<file path="config.mk">
export PLATFORM = sky130hd
export DESIGN_NAME = keypad_matrix_scanner_flat
export DESIGN_NICKNAME = d
export VERILOG_FILES = /design/src/rtl/keypad_matrix_scanner_if.sv /design/src/rtl/keypad_matrix_scanner.sv /design/src/flat_wrapper.sv
export SDC_FILE = /design/constraint.sdc
export NUM_CORES = 1
export LEC_CHECK = 0
export CAP_MARGIN = 20
export CORE_MARGIN = 4
export CORE_UTILIZATION = 35
export DETAILED_ROUTE_END_ITERATION = 8
export GPL_TIMING_DRIVEN = 1
export PLACE_DENSITY_LB_ADDON = 0.05
export SLEW_MARGIN = 20
export SYNTH_ARGS = -nofsm -noshare
export SYNTH_HDL_FRONTEND = slang
export SYNTH_SLANG_ARGS = --single-unit
export TNS_END_PERCENT = 5
</file>
<file path="constraint.sdc">
create_clock -name clk -period 5.8 [get_ports clk]
set_input_delay 1.16 -clock clk [delete_from_list [all_inputs] [get_ports clk]]
set_output_delay 1.16 -clock clk [all_outputs]
set_load 0.01 [all_outputs]
</file>
<file path="src/rtl/keypad_matrix_scanner_if.sv">
`default_nettype none
// ============================================================================
// Module   : keypad_matrix_scanner_if
// Brief    : Key event handshake bundle (valid/ready) from the keypad scanner.
// Revision : 1.0 - initial release
// ============================================================================
interface keypad_matrix_scanner_if #(
  parameter int CODE_W = 4
);
  logic              evt_valid;
  logic              evt_ready;
  logic [CODE_W-1:0] evt_code;
  logic              evt_press;
  logic              evt_repeat;

  modport master (
    output evt_valid,
    output evt_code,
    output evt_press,
    output evt_repeat,
    input  evt_ready
  );

  modport slave (
    input  evt_valid,
    input  evt_code,
    input  evt_press,
    input  evt_repeat,
    output evt_ready
  );
endinterface
`default_nettype wire

</file>
<file path="src/rtl/keypad_matrix_scanner.sv">
`default_nettype none
// ============================================================================
// Module   : keypad_matrix_scanner
// Brief    : Row-scanned keypad matrix with per-frame debounce and press/release
//            events; optional auto-repeat enabled by defining KEYPAD_REPEAT_EN.
// Revision : 1.0 - initial release
// ============================================================================
module keypad_matrix_scanner #(
  parameter int ROWS                = 4,
  parameter int COLS                = 4,
  parameter int SETTLE_CYCLES       = 4,
  parameter int DEBOUNCE_FRAMES     = 3,
  parameter int REPEAT_DELAY_FRAMES = 32,
  parameter int REPEAT_RATE_FRAMES  = 8
) (
  input  logic                   clk,
  input  logic                   rst_n,
  output logic [ROWS-1:0]        row_drive,
  input  logic [COLS-1:0]        col_sense,
  output logic [ROWS*COLS-1:0]   keys,
  keypad_matrix_scanner_if.master evt
);

  localparam int c_KEYS   = ROWS * COLS;
  localparam int c_CODE_W = (c_KEYS > 1) ? $clog2(c_KEYS) : 1;
  localparam int c_ROW_W  = (ROWS > 1) ? $clog2(ROWS) : 1;
  localparam int c_SET_W  = $clog2(SETTLE_CYCLES);
  localparam int c_DB_W   = (DEBOUNCE_FRAMES > 1) ? $clog2(DEBOUNCE_FRAMES) : 1;

  localparam logic [c_ROW_W-1:0]  c_ROW_LAST = c_ROW_W'(ROWS - 1);
  localparam logic [c_SET_W-1:0]  c_SET_LAST = c_SET_W'(SETTLE_CYCLES - 1);
  localparam logic [c_DB_W-1:0]   c_DB_LAST  = c_DB_W'(DEBOUNCE_FRAMES - 1);
  localparam logic [c_CODE_W-1:0] c_IDX_LAST = c_CODE_W'(c_KEYS - 1);

  localparam logic [1:0] c_ST_DRIVE  = 2'd0;
  localparam logic [1:0] c_ST_UPDATE = 2'd1;
  localparam logic [1:0] c_ST_EVENT  = 2'd2;

  logic [1:0]                r_state;
  logic [1:0]                w_state_nxt;
  logic                      r_active;
  logic [c_ROW_W-1:0]        r_row;
  logic [c_SET_W-1:0]        r_settle;
  logic [COLS-1:0]           r_sync1;
  logic [COLS-1:0]           r_sync2;
  logic [ROWS-1:0][COLS-1:0] r_raw;
  logic [c_KEYS-1:0]         w_raw;
  logic [c_KEYS-1:0]         r_stable;
  logic [c_KEYS-1:0]         r_change;
  logic [c_DB_W-1:0]         r_cnt     [c_KEYS];
  logic [c_DB_W-1:0]         w_cnt_nxt [c_KEYS];
  logic [c_KEYS-1:0]         w_flip;
  logic [c_KEYS-1:0]         w_stable_nxt;
  logic [c_KEYS-1:0]         w_flag;
  logic [c_KEYS-1:0]         w_rep_flag;
  logic [c_CODE_W-1:0]       r_idx;
  logic                      w_scan_done;
  logic                      w_evt_valid;
  logic                      w_fire;

  assign w_raw       = r_raw;
  assign keys        = r_stable;
  assign w_flag      = r_change | w_rep_flag;
  assign w_scan_done = r_active && (r_state == c_ST_DRIVE) &&
                       (r_settle == c_SET_LAST) && (r_row == c_ROW_LAST);
  assign w_fire      = w_evt_valid && evt.evt_ready;

  // ---------------- state register ----------------
  always_ff @(posedge clk or negedge rst_n) begin
    if (!rst_n) begin
      r_state <= c_ST_DRIVE;
    end else begin
      r_state <= w_state_nxt;
    end
  end

  // ---------------- next-state logic ----------------
  always_comb begin
    w_state_nxt = r_state;
    case (r_state)
      c_ST_DRIVE:  if (w_scan_done) w_state_nxt = c_ST_UPDATE;
      c_ST_UPDATE: w_state_nxt = c_ST_EVENT;
      c_ST_EVENT:  if (!w_flag[r_idx] && (r_idx == c_IDX_LAST)) w_state_nxt = c_ST_DRIVE;
      default:     w_state_nxt = c_ST_DRIVE;
    endcase
  end

  // ---------------- outputs ----------------
  // r_active keeps the rows released until the first clock after reset.
  always_comb begin
    row_drive = '1;
    for (int r = 0; r < ROWS; r++) begin
      row_drive[r] = !(r_active && (r_state == c_ST_DRIVE) && (r_row == c_ROW_W'(r)));
    end
    w_evt_valid    = (r_state == c_ST_EVENT) && w_flag[r_idx];
    evt.evt_valid  = w_evt_valid;
    evt.evt_code   = w_evt_valid ? r_idx : '0;
    evt.evt_press  = w_evt_valid && r_stable[r_idx];
    evt.evt_repeat = w_evt_valid && w_rep_flag[r_idx];
  end

  // ---------------- per-key debounce ----------------
  always_comb begin
    w_flip    = '0;
    w_cnt_nxt = '{default: '0};
    for (int k = 0; k < c_KEYS; k++) begin
      w_flip[k]    = (w_raw[k] != r_stable[k]) && (r_cnt[k] == c_DB_LAST);
      w_cnt_nxt[k] = ((w_raw[k] == r_stable[k]) || w_flip[k]) ? '0 : r_cnt[k] + 1'b1;
    end
    w_stable_nxt = r_stable ^ w_flip;
  end

  // ---------------- scan / debounce / event datapath ----------------
  always_ff @(posedge clk or negedge rst_n) begin
    if (!rst_n) begin
      r_active <= 1'b0;
      r_row    <= '0;
      r_settle <= '0;
      r_sync1  <= '1;
      r_sync2  <= '1;
      r_raw    <= '0;
      r_stable <= '0;
      r_change <= '0;
      r_idx    <= '0;
      for (int k = 0; k < c_KEYS; k++) r_cnt[k] <= '0;
    end else begin
      r_active <= 1'b1;
      r_sync1  <= col_sense;
      r_sync2  <= r_sync1;
      case (r_state)
        c_ST_DRIVE: begin
          if (r_active) begin
            if (r_settle == c_SET_LAST) begin
              r_settle     <= '0;
              r_raw[r_row] <= ~r_sync2;
              r_row        <= (r_row == c_ROW_LAST) ? '0 : r_row + 1'b1;
            end else begin
              r_settle <= r_settle + 1'b1;
            end
          end
        end
        c_ST_UPDATE: begin
          r_stable <= w_stable_nxt;
          r_change <= w_flip;
          r_idx    <= '0;
          for (int k = 0; k < c_KEYS; k++) r_cnt[k] <= w_cnt_nxt[k];
        end
        c_ST_EVENT: begin
          // After a handshake the index is held one cycle so valid drops before moving on.
          if (w_fire) begin
            r_change[r_idx] <= 1'b0;
          end else if (!w_flag[r_idx]) begin
            r_idx <= (r_idx == c_IDX_LAST) ? '0 : r_idx + 1'b1;
          end
        end
        default: ;
      endcase
    end
  end

`ifdef KEYPAD_REPEAT_EN
  localparam int c_REP_W = $clog2(REPEAT_DELAY_FRAMES + REPEAT_RATE_FRAMES + 1);
  localparam logic [c_REP_W-1:0] c_REP_DELAY = c_REP_W'(REPEAT_DELAY_FRAMES);
  localparam logic [c_REP_W-1:0] c_REP_WRAP  = c_REP_W'(REPEAT_DELAY_FRAMES + REPEAT_RATE_FRAMES);

  logic [c_REP_W-1:0] r_rep_cnt;
  logic [c_REP_W-1:0] w_rep_cnt_inc;
  logic [c_KEYS-1:0]  r_rep_pend;

  assign w_rep_cnt_inc = r_rep_cnt + 1'b1;
  assign w_rep_flag    = r_rep_pend;

  // Single shared counter: only meaningful while exactly one key is held.
  always_ff @(posedge clk or negedge rst_n) begin
    if (!rst_n) begin
      r_rep_cnt  <= '0;
      r_rep_pend <= '0;
    end else if (r_state == c_ST_UPDATE) begin
      if ((|w_flip) || !$onehot(w_stable_nxt)) begin
        r_rep_cnt  <= '0;
        r_rep_pend <= '0;
      end else if (w_rep_cnt_inc == c_REP_DELAY) begin
        r_rep_cnt  <= w_rep_cnt_inc;
        r_rep_pend <= w_stable_nxt;
      end else if (w_rep_cnt_inc == c_REP_WRAP) begin
        r_rep_cnt  <= c_REP_DELAY;
        r_rep_pend <= w_stable_nxt;
      end else begin
        r_rep_cnt <= w_rep_cnt_inc;
      end
    end else if (w_fire) begin
      r_rep_pend[r_idx] <= 1'b0;
    end
  end
`else
  logic w_unused_repeat;
  assign w_rep_flag      = '0;
  assign w_unused_repeat = (REPEAT_DELAY_FRAMES > 0) ^ (REPEAT_RATE_FRAMES > 0);
`endif

endmodule
`default_nettype wire

</file>
<file path="src/flat_wrapper.sv">
// flat-port wrapper written by rule: the top's interface ports become plain ports
module keypad_matrix_scanner_flat 
#(
  parameter int ROWS                = 4,
  parameter int COLS                = 4,
  parameter int SETTLE_CYCLES       = 4,
  parameter int DEBOUNCE_FRAMES     = 3,
  parameter int REPEAT_DELAY_FRAMES = 32,
  parameter int REPEAT_RATE_FRAMES  = 8
)
  (clk, rst_n, row_drive, col_sense, keys, evt_evt_valid, evt_evt_code, evt_evt_press, evt_evt_repeat, evt_evt_ready);
  keypad_matrix_scanner_if #(.CODE_W((4))) evt_i ();
  input  logic clk;
  input  logic rst_n;
  output logic [ROWS-1:0] row_drive;
  input  logic [COLS-1:0] col_sense;
  output logic [ROWS*COLS-1:0] keys;
  output wire logic [$bits(evt_i.evt_valid)-1:0] evt_evt_valid;
  output wire logic [$bits(evt_i.evt_code)-1:0] evt_evt_code;
  output wire logic [$bits(evt_i.evt_press)-1:0] evt_evt_press;
  output wire logic [$bits(evt_i.evt_repeat)-1:0] evt_evt_repeat;
  input wire logic [$bits(evt_i.evt_ready)-1:0] evt_evt_ready;
  assign evt_evt_valid = evt_i.evt_valid;
  assign evt_evt_code = evt_i.evt_code;
  assign evt_evt_press = evt_i.evt_press;
  assign evt_evt_repeat = evt_i.evt_repeat;
  assign evt_i.evt_ready = evt_evt_ready;
  keypad_matrix_scanner #(.ROWS(ROWS), .COLS(COLS), .SETTLE_CYCLES(SETTLE_CYCLES), .DEBOUNCE_FRAMES(DEBOUNCE_FRAMES), .REPEAT_DELAY_FRAMES(REPEAT_DELAY_FRAMES), .REPEAT_RATE_FRAMES(REPEAT_RATE_FRAMES)) u_core (.clk(clk), .rst_n(rst_n), .row_drive(row_drive), .col_sense(col_sense), .keys(keys), .evt(evt_i));
endmodule
</file>
-- After elaboration in Yosys (flattened, before gate mapping)
Memory sizes are Yosys's and may differ from the RTL's.
Index checks and enable logic that the tools add are counted.
- bits in registers: 99
- memory bits (read-only): 16
- bits of input ports: 7
- output and inout bits: 27
- memories kept: 1
- $add $sub $neg: 19
- order comparisons: 4
- eq/ne operators: 60
- muxes and demuxes: 38
- bitwise operators: 4
- reductions and logical operators: 59
- memory list (name ; depth ; bits a word ; read ports ; clocked after memory_dff ; write ports ; line ; text):
    (name not given) ; 16 ; 1 ; 1 ; 0 ; 0 ; keypad_matrix_scanner.sv:99 ; evt.evt_repeat = w_evt_valid && w_rep_flag[r_idx];
- operators by type and width (operator ; number):
    equality test 2 bit, second input constant ; 20
    2-to-1 mux 2 bit ; 20
    adder 2 x 1 -> 2 bit, second input constant ; 18
    case mux 16 bit (2 select lines) ; 1
    logical AND 1 bit ; 30
    2-to-1 mux 4 bit ; 5
    AND 16 bit ; 1
    bitwise mux 16 bit ; 1
    equality test 1 bit ; 16
    logical OR 1 bit ; 16
    2-to-1 mux 16 bit ; 1
    inequality test 1 bit ; 16
    inverter 16 bit ; 1
    XOR 16 bit ; 1
    binary-select mux 1 bit (select 4 bit) ; 2
    demux 4 bit (select 2 bit) ; 1
    case mux 4 bit (2 select lines) ; 1
    inequality test 2 x 1 -> 1 bit, second input constant ; 3
    case mux 2 bit (3 select lines) ; 1
    AND reduction 2 bit ; 3
    AND reduction 3 bit ; 2
    zero test 1 bit ; 5
    < comparator 4 x 5 -> 1 bit, second input constant ; 1
    adder 4 x 1 -> 4 bit, second input constant ; 1
    other kinds (11) ; 17

-- Logic depth before layout (Yosys ltp)
- word-level depth: 8
- mapped depth: 8
- depth with buffers taken out: 7

-- Worst setup path before layout
No wires, ideal clock.
- path kind: register to output
- from: register u_core.r_idx[0]
- to: output evt_evt_press
- arrival time: 1715 ps
- slack: 2925 ps
- stages on the path, launching flop included: 5
- path through: dfrtp_1 > buf_6 > mux4_1 > mux4_2 > nor2b_1
- cells in the longest elaborated chain, start to end: 4
- elaborated cells between the ends (all ways): 6
- classes of those cells: mux (4); reduce/logical (2)
- RTL lines (what ; line ; text):
    from (decl) ; keypad_matrix_scanner.sv:56 ; logic [c_CODE_W-1:0] r_idx;
    from (signal assigned) ; keypad_matrix_scanner.sv:153 ; r_idx <= (r_idx == c_IDX_LAST) ? '0 : r_idx + 1'b1;
    binary-select mux 1 bit (select 4 bit) ; keypad_matrix_scanner.sv:95 ; w_evt_valid = (r_state == c_ST_EVENT) && w_flag[r_idx];
    2-to-1 mux 1 bit (implied by the code) ; keypad_matrix_scanner.sv:95 ;
    logical AND 1 bit ; keypad_matrix_scanner.sv:95 ;
    logical AND 1 bit (*) ; keypad_matrix_scanner.sv:98 ; evt.evt_press = w_evt_valid && r_stable[r_idx];
    to (decl) ; flat_wrapper.sv:20 ; output wire logic [$bits(evt_i.evt_press)-1:0] evt_evt_press;
Mark *: on every way between the ends. The rest lies on a longest branch, timed or not. The select of a mux whose other input is x is not followed.

-- Worst setup path after layout
- from: register u_core.r_idx[0]
- to: output evt_evt_code[0]
- cells in the longest elaborated chain, start to end: 4
- RTL lines (what ; line ; text):
    binary-select mux 1 bit (select 4 bit) ; keypad_matrix_scanner.sv:95 ;
    2-to-1 mux 1 bit (implied by the code) ; keypad_matrix_scanner.sv:95 ;
    logical AND 1 bit ; keypad_matrix_scanner.sv:95 ;
    2-to-1 mux 4 bit (*) ; keypad_matrix_scanner.sv:97 ; evt.evt_code = w_evt_valid ? r_idx : '0;
    to (decl) ; flat_wrapper.sv:19 ; output wire logic [$bits(evt_i.evt_code)-1:0] evt_evt_code;
Marked as above.

==> flow_metrics.tcl <==
set metrics [dict create \
    final_nets 523 \
    crit_buf_inv 1 \
    ys_seq_area_share_pct 48.9 \
    postCtsSetupRepairBufs 0 \
    cts_buffer_depth 2 \
    path_cells "mux4_1 -> mux2i_1 -> o22a_2 -> nor2_1 -> clkdlybuf4s50_1" \
    cap_violations 0 \
    rsz0062_at_grt "false" \
    utilization_pct 41.2 \
    tns_ns 0 \
    synth_top_area_share_pct 44.8 \
    clock-root-buffer "clkbuf_16" \
    place.gp.congestion 0.798 \
    h-tree-depth 3 \
    irDropWorstVdd_uv 171 \
    finalSetupViolations 0 \
    n_antenna_cell 0 \
    power.density_nw_per_um2 447 \
    grt_pass1_vias 3531 \
    hold_viol 0 \
    synth_edf_count 0 \
    finalCritPeriodShare_pct 69.7 \
    die_width_um 129 \
    post_cts_resized 0 \
    grt_use_total_pct 15.6 \
    synth_cells 460 \
    yosys_most_used_dff "dfrtp_1" \
    cts.sinks 99 \
    ys_warn_count 0 \
    firstDrtPassIters 4 \
    crit_family "multiplexers" \
    max_slew.worst_pin.slew_ns 0.915 \
    cts_tree "done" \
    clk_pin_slew_ns 0.06 \
    critical_path_class "flip-flop to output port" \
    antenna_found_initial 0 \
    start_kind "flip-flop" \
    insertion_delay_ns 0.35 \
    fin_cells 672 \
    ys_ff_latch 99 \
    ys_top_cells_by_area "dfrtp_1 (45%), mux2_2 (8.2%), ha_1 (7.1%), nand2_1 (4.6%), dfstp_2 (4.1%)" \
    hold_path_class "flip-flop to flip-flop" \
    status "completed" \
    syn2layout_area_growth_pct 13.8 \
    worst_path_max_delay_cell "dfrtp_1" \
    layout-drive-gt1-share_pct 15.7 \
    syn_area_per_cell_um2 11.1 \
    vias 3466 \
    clock.fmax_mhz 247 \
    slew_violations 0 \
    cts_inserted_buffers 9 \
    holdBufCountCts 0 \
    yosysTopAreaCell "dfrtp_1" \
    leakage_nw 2.61 \
    drc 0 \
    vias_per_cell 5.16 \
    crit_required_ns 4.64 \
    drt-total-wl_um 11900 \
    numPlacedInstances 656 \
    die_h_um 129 \
    port_buffers 32 \
    grt_max_degree 68 \
    dr.first_iter.drc_count 159 \
    grt_pass1_wl_um 19700 \
    relSlewSlack_pct 39.0 \
    period_minus_slack_ns 4.04 \
    syn_area_um2 5090 \
    netlist-cell-type-count 39 \
    ant_nets 0 \
    wl_per_cell_um 17.8 \
    fin_skew_ns 0.00726 \
    dieArea_um2 16500 \
    initial_core_util_pct 36.2 \
    cp-end-kind "output port" \
    cp_max_fo 14 \
    synthArstFlopShare_pct 100 \
    grt-ovfl-total 0 \
    synth_nets 496 \
    yosysMostFrequentCell "dfrtp_1" \
    synth_common_cells "dfrtp_1 (91), nand2_1 (63), o21ai_0 (42)" \
    io_pins 34 \
    slowest_delay_ns 0.71 \
    rows 43 \
    core_um2 14000 \
    dpl.hpwl_um 8400 \
    critical_path_arrival_ns 2.88 \
]
worst register-to-register path: stages (launching register included):
cell     delay, ns
dfrtp_1       0.71
mux4_1        0.62
mux2i_1       0.37
mux2i_1       0.17
and3_1        0.52
o21ai_0       0.29
routing by layer:
layer / global-route usage (%) / wire (µm)
met2: 24.4 / 5470
met3: 2.66 / 444
met5: 0 / 0
met4: 6.05 / 245
met1: 21.6 / 5790
cell usage in the layout (no fill, tap or decap), types with 8 or more instances in the layout:
cell              n
dfrtp_1          91
nand2_1          63
o21ai_0          42
mux2_2           37
inv_1            36
clkdlybuf4s50_1  31
ha_1             28
xor2_1           16
nor3b_1          14
a32oi_1          13
nor2_1           10
o21ai_2          10
nand4_1          10
a21oi_1          10
clkbuf_16         9
nand3_1           8
dfstp_2           8
per-stage QoR:
step / cell area (µm²) / hold WS [ns] / power, mW / setup WS, ns
final: 5790 / 0.355 / 2.59 / 1.76
after global routing: 5790 / 0.359 / 2.80 / 1.55
after CTS: 5790 / 0.356 / 2.63 / 1.75
after detailed placement: 5530 / 0.347 / 2.07 / 2.14
after global placement: 5530 / 0.346 / 2.04 / 2.22
after floorplan: 5090 / 0.345 / 1.73 / 2.92
final timing paths:
path                                        startpoint                             end  slack (ns)  cells after the start
min in group asynchronous                        rst_n     u_core.r_cnt[3]$_DFFE_PN0P_        0.82                      1
hold / removal             u_core.r_sync1[2]$_DFF_PN1_     u_core.r_sync2[2]$_DFF_PN1_        0.36                      0
max in group asynchronous                        rst_n     u_core.r_raw[1]$_DFFE_PN0P_        3.82                      2
hold reg to reg            u_core.r_sync1[2]$_DFF_PN1_     u_core.r_sync2[2]$_DFF_PN1_        0.36                      0
setup reg to reg           u_core.r_idx[0]$_DFFE_PN0P_  u_core.r_change[1]$_DFFE_PN0P_        3.04                      5
setup / recovery           u_core.r_idx[0]$_DFFE_PN0P_                 evt_evt_code[0]        1.76                      5
area by class of cell:
cell class / count / area, µm²
Sequential cell: 99 / 2490
Fill cell: 1356 / 8250
Inverter: 36 / 135
Clock inverter: 2 / 13.8
Multi-Input combinational cell: 306 / 2340
Timing Repair Buffer: 35 / 340
Tap cell: 180 / 225
Clock buffer: 14 / 244
cell families (layout without fill, tap and decap cells):
family	Yosys count	in the layout	share of synthesized area [%]
AOI/OAI and AO/OA	86	86	10.7
xor gates and xnor gates	16	16	2.75
adders and majority gates	29	29	7.13
buffers and inverters	55	87	5.09
DFF	99	99	48.9
muxes	49	49	13.3
other	2	2	0.148
and+or+nand+nor	124	124	12.0
report_power, final:
group,total [mW],internal [mW],switching (mW)
Sequential,1.09,0.899,0.191
Clock,0.546,0.292,0.254
Combinational,0.950,0.411,0.539
(Power assumes the default switching activity.)
